`config.mk`:
```
export PLATFORM = sky130hd
export DESIGN_NAME = rip_lsu
export DESIGN_NICKNAME = d
export VERILOG_FILES = /design/src/rtl/rip_lsu.sv
export SDC_FILE = /design/constraint.sdc
export NUM_CORES = 1
export LEC_CHECK = 0
export ABC_CLOCK_PERIOD_IN_PS = 2500
export CAP_MARGIN = 20
export CORE_ASPECT_RATIO = 1.4
export CORE_MARGIN = 5
export CORE_UTILIZATION = 40
export CTS_BUF_LIST = sky130_fd_sc_hd__clkbuf_16
export CTS_CLUSTER_DIAMETER = 60
export DETAILED_ROUTE_END_ITERATION = 10
export PLACE_DENSITY = 0.7
export SYNTH_ARGS = -nofsm -noshare
export SYNTH_HDL_FRONTEND = slang
export SYNTH_SLANG_ARGS = --single-unit
```
`constraint.sdc`:
```
create_clock -name clk -period 2.5 [get_ports clk]
set_input_delay 0.375 -clock clk [delete_from_list [all_inputs] [get_ports clk]]
set_output_delay 0.375 -clock clk [all_outputs]
set_load 0.02 [all_outputs]
```
`src/rtl/rip_lsu.sv`:
```
// rip_lsu: RV32I load/store unit with a single-outstanding word-addressed data-memory port.
// Ports: clk/rst_n (sync, active-low); start/inst/addr/wdata issue one access from execute;
// busy/done/rdata/misaligned/fault report status and load data to writeback;
// mem_req/mem_we/mem_addr/mem_wdata/mem_wstrb/mem_ready form the request channel,
// mem_rvalid/mem_rdata the load response channel.
package rip_pkg;
  typedef struct packed {
    logic lb, lh, lw, lbu, lhu, sb, sh, sw;
  } inst_t;
endpackage

module rip_lsu
  import rip_pkg::*;
#(
  parameter int TIMEOUT_CYCLES = 256
) (
  input  logic        clk,
  input  logic        rst_n,
  input  logic        start,
  input  inst_t       inst,
  input  logic [31:0] addr,
  input  logic [31:0] wdata,
  output logic        busy,
  output logic        done,
  output logic [31:0] rdata,
  output logic        misaligned,
  output logic        fault,
  output logic        mem_req,
  output logic        mem_we,
  output logic [31:0] mem_addr,
  output logic [31:0] mem_wdata,
  output logic [3:0]  mem_wstrb,
  input  logic        mem_ready,
  input  logic        mem_rvalid,
  input  logic [31:0] mem_rdata
);
  localparam logic [1:0] IDLE = 2'd0, REQ = 2'd1, RESP = 2'd2;
  logic [1:0]  state;
  logic [31:0] cnt;
  logic        ld_q, sgn_q;
  logic [1:0]  sz_q, off_q;
  logic        ld, st, n_mis, tmo;
  logic [1:0]  n_sz;
  logic [3:0]  n_strb;
  logic [31:0] n_wd, sh_rd, ld_val;
  assign ld     = inst.lb | inst.lh | inst.lw | inst.lbu | inst.lhu;
  assign st     = inst.sb | inst.sh | inst.sw;
  assign n_sz   = (inst.lw | inst.sw) ? 2'd2 : (inst.lh | inst.lhu | inst.sh) ? 2'd1 : 2'd0;
  assign n_mis  = (n_sz == 2'd2 && addr[1:0] != 2'b00) || (n_sz == 2'd1 && addr[0]);
  assign n_strb = inst.sw ? 4'b1111 : inst.sh ? 4'b0011 << addr[1:0] : inst.sb ? 4'b0001 << addr[1:0] : 4'b0000;
  assign n_wd   = inst.sw ? wdata : inst.sh ? {2{wdata[15:0]}} : inst.sb ? {4{wdata[7:0]}} : 32'h0;
  assign sh_rd  = mem_rdata >> {off_q, 3'b000};
  assign ld_val = sz_q == 2'd2 ? mem_rdata :
                  sz_q == 2'd1 ? {{16{sgn_q & sh_rd[15]}}, sh_rd[15:0]} :
                                 {{24{sgn_q & sh_rd[7]}}, sh_rd[7:0]};
  // The counter's last value before expiry is TIMEOUT_CYCLES-1; completion branches are checked first.
  assign tmo     = (TIMEOUT_CYCLES != 0) && (cnt == 32'(TIMEOUT_CYCLES - 1));
  assign busy    = state != IDLE;
  assign mem_req = state == REQ;
  always_ff @(posedge clk) begin
    if (!rst_n) begin
      state      <= IDLE;
      cnt        <= '0;
      ld_q       <= 1'b0;
      sgn_q      <= 1'b0;
      sz_q       <= '0;
      off_q      <= '0;
      done       <= 1'b0;
      misaligned <= 1'b0;
      fault      <= 1'b0;
      rdata      <= '0;
      mem_we     <= 1'b0;
      mem_addr   <= '0;
      mem_wdata  <= '0;
      mem_wstrb  <= '0;
    end else begin
      done       <= 1'b0;
      misaligned <= 1'b0;
      fault      <= 1'b0;
      if (state == IDLE) begin
        if (start && (ld || st)) begin
          ld_q      <= ld;
          sgn_q     <= inst.lb | inst.lh;
          sz_q      <= n_sz;
          off_q     <= addr[1:0];
          cnt       <= '0;
          mem_we    <= st;
          mem_addr  <= {addr[31:2], 2'b00};
          mem_wdata <= n_wd;
          mem_wstrb <= n_strb;
          if (n_mis) begin
            done       <= 1'b1;
            misaligned <= 1'b1;
          end else state <= REQ;
        end
      end else begin
        cnt <= cnt + 32'd1;
        if (state == REQ && mem_ready) begin
          state <= ld_q ? RESP : IDLE;
          done  <= !ld_q;
        end else if (state == RESP && mem_rvalid) begin
          state <= IDLE;
          done  <= 1'b1;
          rdata <= ld_val;
        end else if (tmo) begin
          state <= IDLE;
          done  <= 1'b1;
          fault <= 1'b1;
        end
      end
    end
  end
endmodule

```
Word level (Yosys, flattened, before mapping) --
Index checks and enable logic that the tools add are counted.
Word-level totals: flip-flop bits (word level) 142, word-level logic and storage cells 83
Cells by class: add/sub/neg operators 1, eq/ne operators 9, shift operators 3, mux-type cells 25, bitwise operators 14, reductions and logical operators 17
Operators with widths (count):
- 32-bit two-way mux | 7
- 32-bit by 1-bit adder with 32-bit output, second input constant | 1
- 32-bit by 8-bit == test with 1-bit output, second input constant | 1
- 32-bit by 5-bit right shift with 16-bit output | 1
- 2-bit two-way mux | 8
- 4-bit two-way mux | 3
- 1-bit bitwise OR | 9
- 1-bit two-way mux | 7
- 2-bit by 1-bit == test with 1-bit output, second input constant | 3
- 2-bit == test, second input constant | 3
- 3-bit AND reduction | 2
- 1-bit logical AND | 5
- 2-bit AND reduction | 2
- 2-bit nonzero test | 2
- 4-bit nonzero test | 1
- 4-bit OR reduction | 1
- 1-bit by 2-bit << shifter with 4-bit output, first input constant | 1
- 2-bit by 2-bit << shifter with 4-bit output, first input constant | 1
- 1-bit inverter | 3
- 1-bit AND | 2
- 2-bit zero test | 1
- 1-bit logical OR | 2
- 2-bit by 1-bit inequality test with 1-bit output, second input constant | 1
- 2-bit inequality test, second input constant | 1
- 1-bit zero test | 1

Logic depth before layout (Yosys ltp) --
depth in word-level cells 10, depth in mapped cells 8

Worst setup path after synthesis --
OpenSTA, ideal clock, no wires.
kind input to register, start point input port inst[6] (netlist name), end point register mem_addr[10], library setup time 0.132 ns, arrival time 1.859 ns, data required time 2.368 ns, setup slack 0.509 ns, stages 7, path buffers 3, path through or4_4 > o311a_1 > buf_6 > buf_6 > clkbuf_1 > nand2_1 > a21oi_1
On the way: cells in the longest elaborated chain, start to end 7
Ends and longest elaborated chain:
- from (decl) | line 20 | input inst_t inst,
- 1-bit bitwise OR (4 in series) | line 46 | assign ld = inst.lb | inst.lh | inst.lw | inst.lbu | inst.lhu;
- 1-bit logical OR | line 81 | if (start && (ld || st)) begin
- 1-bit logical AND | line 81
- 2-bit AND reduction (no source line)
- to (signal assigned) | line 88 | mem_addr <= {addr[31:2], 2'b00};
- to (decl) | line 30 | output logic [31:0] mem_addr,
Every way passes these cells. A chain may end at the register's enable or synchronous reset.

Worst setup path after layout --
start point register state[0], end point output port mem_req
On the way: cells in the longest elaborated chain, start to end 1
Ends and longest elaborated chain:
- from (decl) | line 38 | logic [1:0] state;
- from (signal assigned) | line 99 | state <= ld_q ? RESP : IDLE;
- 2-bit by 1-bit == test with 1-bit output | line 59 | assign mem_req = state == REQ;
- to (decl) | line 28 | output logic mem_req,
Every way passes these cells.

==> flow_summary.json <==
{
  "die_width_um": 121,
  "power.share.clock": 0.418,
  "setup_viol": 0,
  "num_rows": 56,
  "drc": 0,
  "clk_transition_reported_paths_ns": 0.06,
  "clock_sink_count": 142,
  "num-nets-final": 1141,
  "grt_antenna_before_repair": 1,
  "synth_cells": 832,
  "logic_pwr_share": 0.169,
  "pin_count_of_the_biggest_net_entering_global_routing": 55,
  "synth.avg_cell_area_um2": 8.25,
  "synth_enable_flop_cells": 0,
  "first_global_vias": 6764,
  "design.die.area_um2": 19900,
  "cts_htree_levels": 4,
  "gp_routability_congestion": 0.898,
  "core_region_area_um2": 16800,
  "cts_root_buffer": "sky130_fd_sc_hd__clkbuf_16",
  "worst_case_clock_buffer_depth": 2,
  "slew-limit-headroom": 0.490,
  "p_per_area_nw_per_um2": 598,
  "clock_latency_ns": 0.44,
  "synthDistinctLibCells": 60,
  "drv_cap": 0,
  "cellInternalPower_mw": 4.15,
  "crit_family": "buffers and inverters",
  "start_util": 0.408,
  "final-hold-violation-count": 0,
  "place.detailed.hpwl_um": 16900,
  "cts-buffers-inserted": 17,
  "totalWireLength_um": 23000,
  "layout.cells.most_common_list": "sky130_fd_sc_hd__clkdlybuf4s50_1, sky130_fd_sc_hd__dfxtp_1, sky130_fd_sc_hd__nand2_1",
  "total_leakage_power_nw": 3.61,
  "most_frequent_standard_cell_in_the_layout_excluding_fill_and_tap_cells": "sky130_fd_sc_hd__clkdlybuf4s50_1",
  "top_signal_layer_used": "met4",
  "m1WireLength_um": 8990,
  "power.net_switching_mw": 1.71,
  "critical_path_arrival_ns": 1.92,
  "cp_cell_sequence": "buf_4 -> nor2b_1 -> clkdlybuf4s50_1",
  "cts-hold-fix-buffers": 0,
  "routed-via-count": 7087,
  "fin_worst_hold_slack_ns": 0.431,
  "mappedNetlistArea_um2": 6870,
  "dr.pass1.iters": 6,
  "residual_overflow_from_global_routing": 0,
  "vdd_drop_max_mv": 0.500,
  "post_cts.repair.setup_buffers": 0,
  "synth-seq-cells": 142,
  "timing_max_transition_violations_final": 0,
  "wl_met3_um": 1540,
  "critical_path.endpoint_type": "primary output",
  "met2_length_um": 12000,
  "p_seq_frac": 0.413,
  "post-route-period-util": 0.920,
  "yosysWarnings": 0,
  "max_freq_mhz": 435,
  "cp_num_buf_inv": 2,
  "floorplan.io_pins": 215,
  "critPathSlowestCell": "sky130_fd_sc_hd__clkdlybuf4s50_1",
  "fraction_of_the_yosys_area_taken_by_sequential_cells": 0.414,
  "cp_max_fo": 10,
  "final_layout_size_suffix_gt1_frac": 0.0817,
  "floorplan.die.height_um": 165,
  "worst_hold_class": "input port to flip-flop",
  "setup_repair_after_global_routing_missed_its_margin": "no",
  "detail_route.iter0.violations": 474,
  "cts_tree": "yes",
  "slowest_delay_ns": 0.69,
  "top_reg_cell_synth": "sky130_fd_sc_hd__dfxtp_1",
  "sw_frac_of_total": 0.292,
  "critical_path.startpoint_type": "flip-flop",
  "total_power_mw": 5.86,
  "layout_min_cycle_time_ns": 2.30,
  "cts.repair.resized": 0,
  "clock-skew-final_ns": 0.00840,
  "portBuffers": 212,
  "status": "finished, final reports clean",
  "ys_async_sr_fraction": 0,
  "worst-setup-path-type": "flip-flop to primary output",
  "routed_wire_length_per_instance_um": 18.5,
  "grt_first_pass_wirelength_um": 35300,
  "worst_ep_required_time_ns": 2.12,
  "areaGrowthSynthToFinish_pct": 42.8,
  "post_drt_via_cell_ratio": 5.70,
  "gr-usage-all-layers": 0.223,
  "worstMarginPinSlew_ns": 0.764,
  "remaining_number_of_nets_flagged_by_the_antenna_check_after_routing": 0
}
[worst reg2reg max path: stages, from the launching register on]
cell and delay [ns]:
sky130_fd_sc_hd__dfxtp_1 0.46, sky130_fd_sc_hd__nand4_2 0.20, sky130_fd_sc_hd__or4_4 0.59, sky130_fd_sc_hd__or4b_1 0.54, sky130_fd_sc_hd__a31oi_1 0.18
[path summary, 6_finish.rpt]
check,from,to,slack (ns),depth (start not counted)
min,rst_n,cnt[25]$_SDFFE_PN0P_,0.43,3
min reg2reg,mem_addr[29]$_SDFFE_PN0P_,mem_addr[29]$_SDFFE_PN0P_,0.45,2
max reg2reg,cnt[14]$_SDFFE_PN0P_,cnt[28]$_SDFFE_PN0P_,0.46,4
max,state[0]$_SDFFE_PN0P_,mem_req,0.20,3
[synthesized netlist by cell type, types with 2 or more instances]
| master | instances | area, um^2 |
|---|---|---|
| sky130_fd_sc_hd__a2bb2oi_1 | 8 | 70.1 |
| sky130_fd_sc_hd__o221ai_1 | 23 | 201 |
| sky130_fd_sc_hd__and3_1 | 6 | 37.5 |
| sky130_fd_sc_hd__a21oi_1 | 85 | 425 |
| sky130_fd_sc_hd__o2111a_1 | 2 | 22.5 |
| sky130_fd_sc_hd__o211ai_1 | 13 | 97.6 |
| sky130_fd_sc_hd__inv_1 | 10 | 37.5 |
| sky130_fd_sc_hd__o21ai_0 | 21 | 105 |
| sky130_fd_sc_hd__mux2i_1 | 24 | 240 |
| sky130_fd_sc_hd__a22o_1 | 9 | 78.8 |
| sky130_fd_sc_hd__nand3_1 | 28 | 140 |
| sky130_fd_sc_hd__nand4_1 | 14 | 87.6 |
| sky130_fd_sc_hd__buf_2 | 9 | 45.0 |
| sky130_fd_sc_hd__and4_1 | 2 | 17.5 |
| sky130_fd_sc_hd__o31ai_1 | 4 | 30.0 |
| sky130_fd_sc_hd__ha_1 | 5 | 62.6 |
| sky130_fd_sc_hd__xor2_1 | 2 | 17.5 |
| sky130_fd_sc_hd__or4_1 | 5 | 37.5 |
| sky130_fd_sc_hd__nand2_1 | 139 | 522 |
| sky130_fd_sc_hd__a311oi_1 | 8 | 70.1 |
| sky130_fd_sc_hd__dfxtp_1 | 142 | 2840 |
| sky130_fd_sc_hd__nor2_1 | 41 | 154 |
| sky130_fd_sc_hd__or2_2 | 5 | 31.3 |
| sky130_fd_sc_hd__a211oi_1 | 11 | 82.6 |
| sky130_fd_sc_hd__buf_1 | 4 | 15.0 |
| sky130_fd_sc_hd__buf_6 | 4 | 45.0 |
| sky130_fd_sc_hd__o21a_1 | 3 | 22.5 |
| sky130_fd_sc_hd__and2_1 | 2 | 12.5 |
| sky130_fd_sc_hd__nand3b_1 | 27 | 203 |
| sky130_fd_sc_hd__nor3_1 | 17 | 85.1 |
| sky130_fd_sc_hd__nor4_1 | 17 | 106 |
| sky130_fd_sc_hd__or4_4 | 2 | 22.5 |
| sky130_fd_sc_hd__o211a_1 | 11 | 110 |
| sky130_fd_sc_hd__o311ai_0 | 17 | 149 |
| sky130_fd_sc_hd__a211o_1 | 3 | 26.3 |
| sky130_fd_sc_hd__nor2b_1 | 5 | 31.3 |
| sky130_fd_sc_hd__buf_4 | 2 | 15.0 |
| sky130_fd_sc_hd__clkbuf_1 | 57 | 214 |
| sky130_fd_sc_hd__nand2b_1 | 18 | 113 |
| sky130_fd_sc_hd__a221oi_1 | 2 | 17.5 |
| sky130_fd_sc_hd__o311a_1 | 2 | 20.0 |
| sky130_fd_sc_hd__or3_1 | 5 | 31.3 |
[layer usage]
metal,global-route usage,vias to the layer above
met1,0.254,3340
met4,0.0887,0
met3,0.0624,39
li1,-,3459
met2,0.394,249
met5,0,-
[area by class of cell]
type                    count  area (um^2)
diodes                      1         2.50
repair buffers            251         2430
clock inverters            15          141
clock buffers              17          425
fillers                  1527         7010
flip-flops and latches    142         2840
well taps                 203          254
multi-input cells         605         3670
inverters                  10         37.5
[state kept, by name, indices dropped and copies added, names as in the netlist]
name	cells
mem_we	1
mem_wdata	32
mem_addr	30
state	2
sz_q	2
misaligned	1
sgn_q	1
done	1
fault	1
cnt	32
mem_wstrb	4
ld_q	1
rdata	32
off_q	2
[metrics by stage]
stage	util	instance area [um^2]	setup slack [ns]	std cells	setup TNS (ns)
after floorplan	-	6870	0.509	833	0
after global placement	0.549	9240	-0.0617	1211	-1.32
after detailed placement	0.549	9240	-0.113	1211	-3.53
after CTS	0.583	9800	0.208	1243	0
after global routing	0.583	9810	0.160	1244	0
final	0.583	9810	0.201	1244	0
[power by group through the flow]
stage / clock, mW / combinational (mW) / sequential (mW)
floorplan: 0 / 0.386 / 2.56
global placement: 0 / 0.984 / 2.47
detailed placement: 0 / 0.988 / 2.47
CTS: 2.49 / 0.991 / 2.42
global route: 2.59 / 1.06 / 2.43
finish: 2.45 / 0.991 / 2.42
[cells by family after synthesis]
family | after synthesis | share of synthesized area
flops | 142 | 0.414
buf+inv | 86 | 0.0541
fa+ha+maj | 5 | 0.00911
xor+xnor | 3 | 0.00383
mux | 25 | 0.0383
simple gates | 338 | 0.244
compound gates | 232 | 0.236
other cells | 1 | 0.000546
No activity file was read; power rests on OpenSTA's default activity.
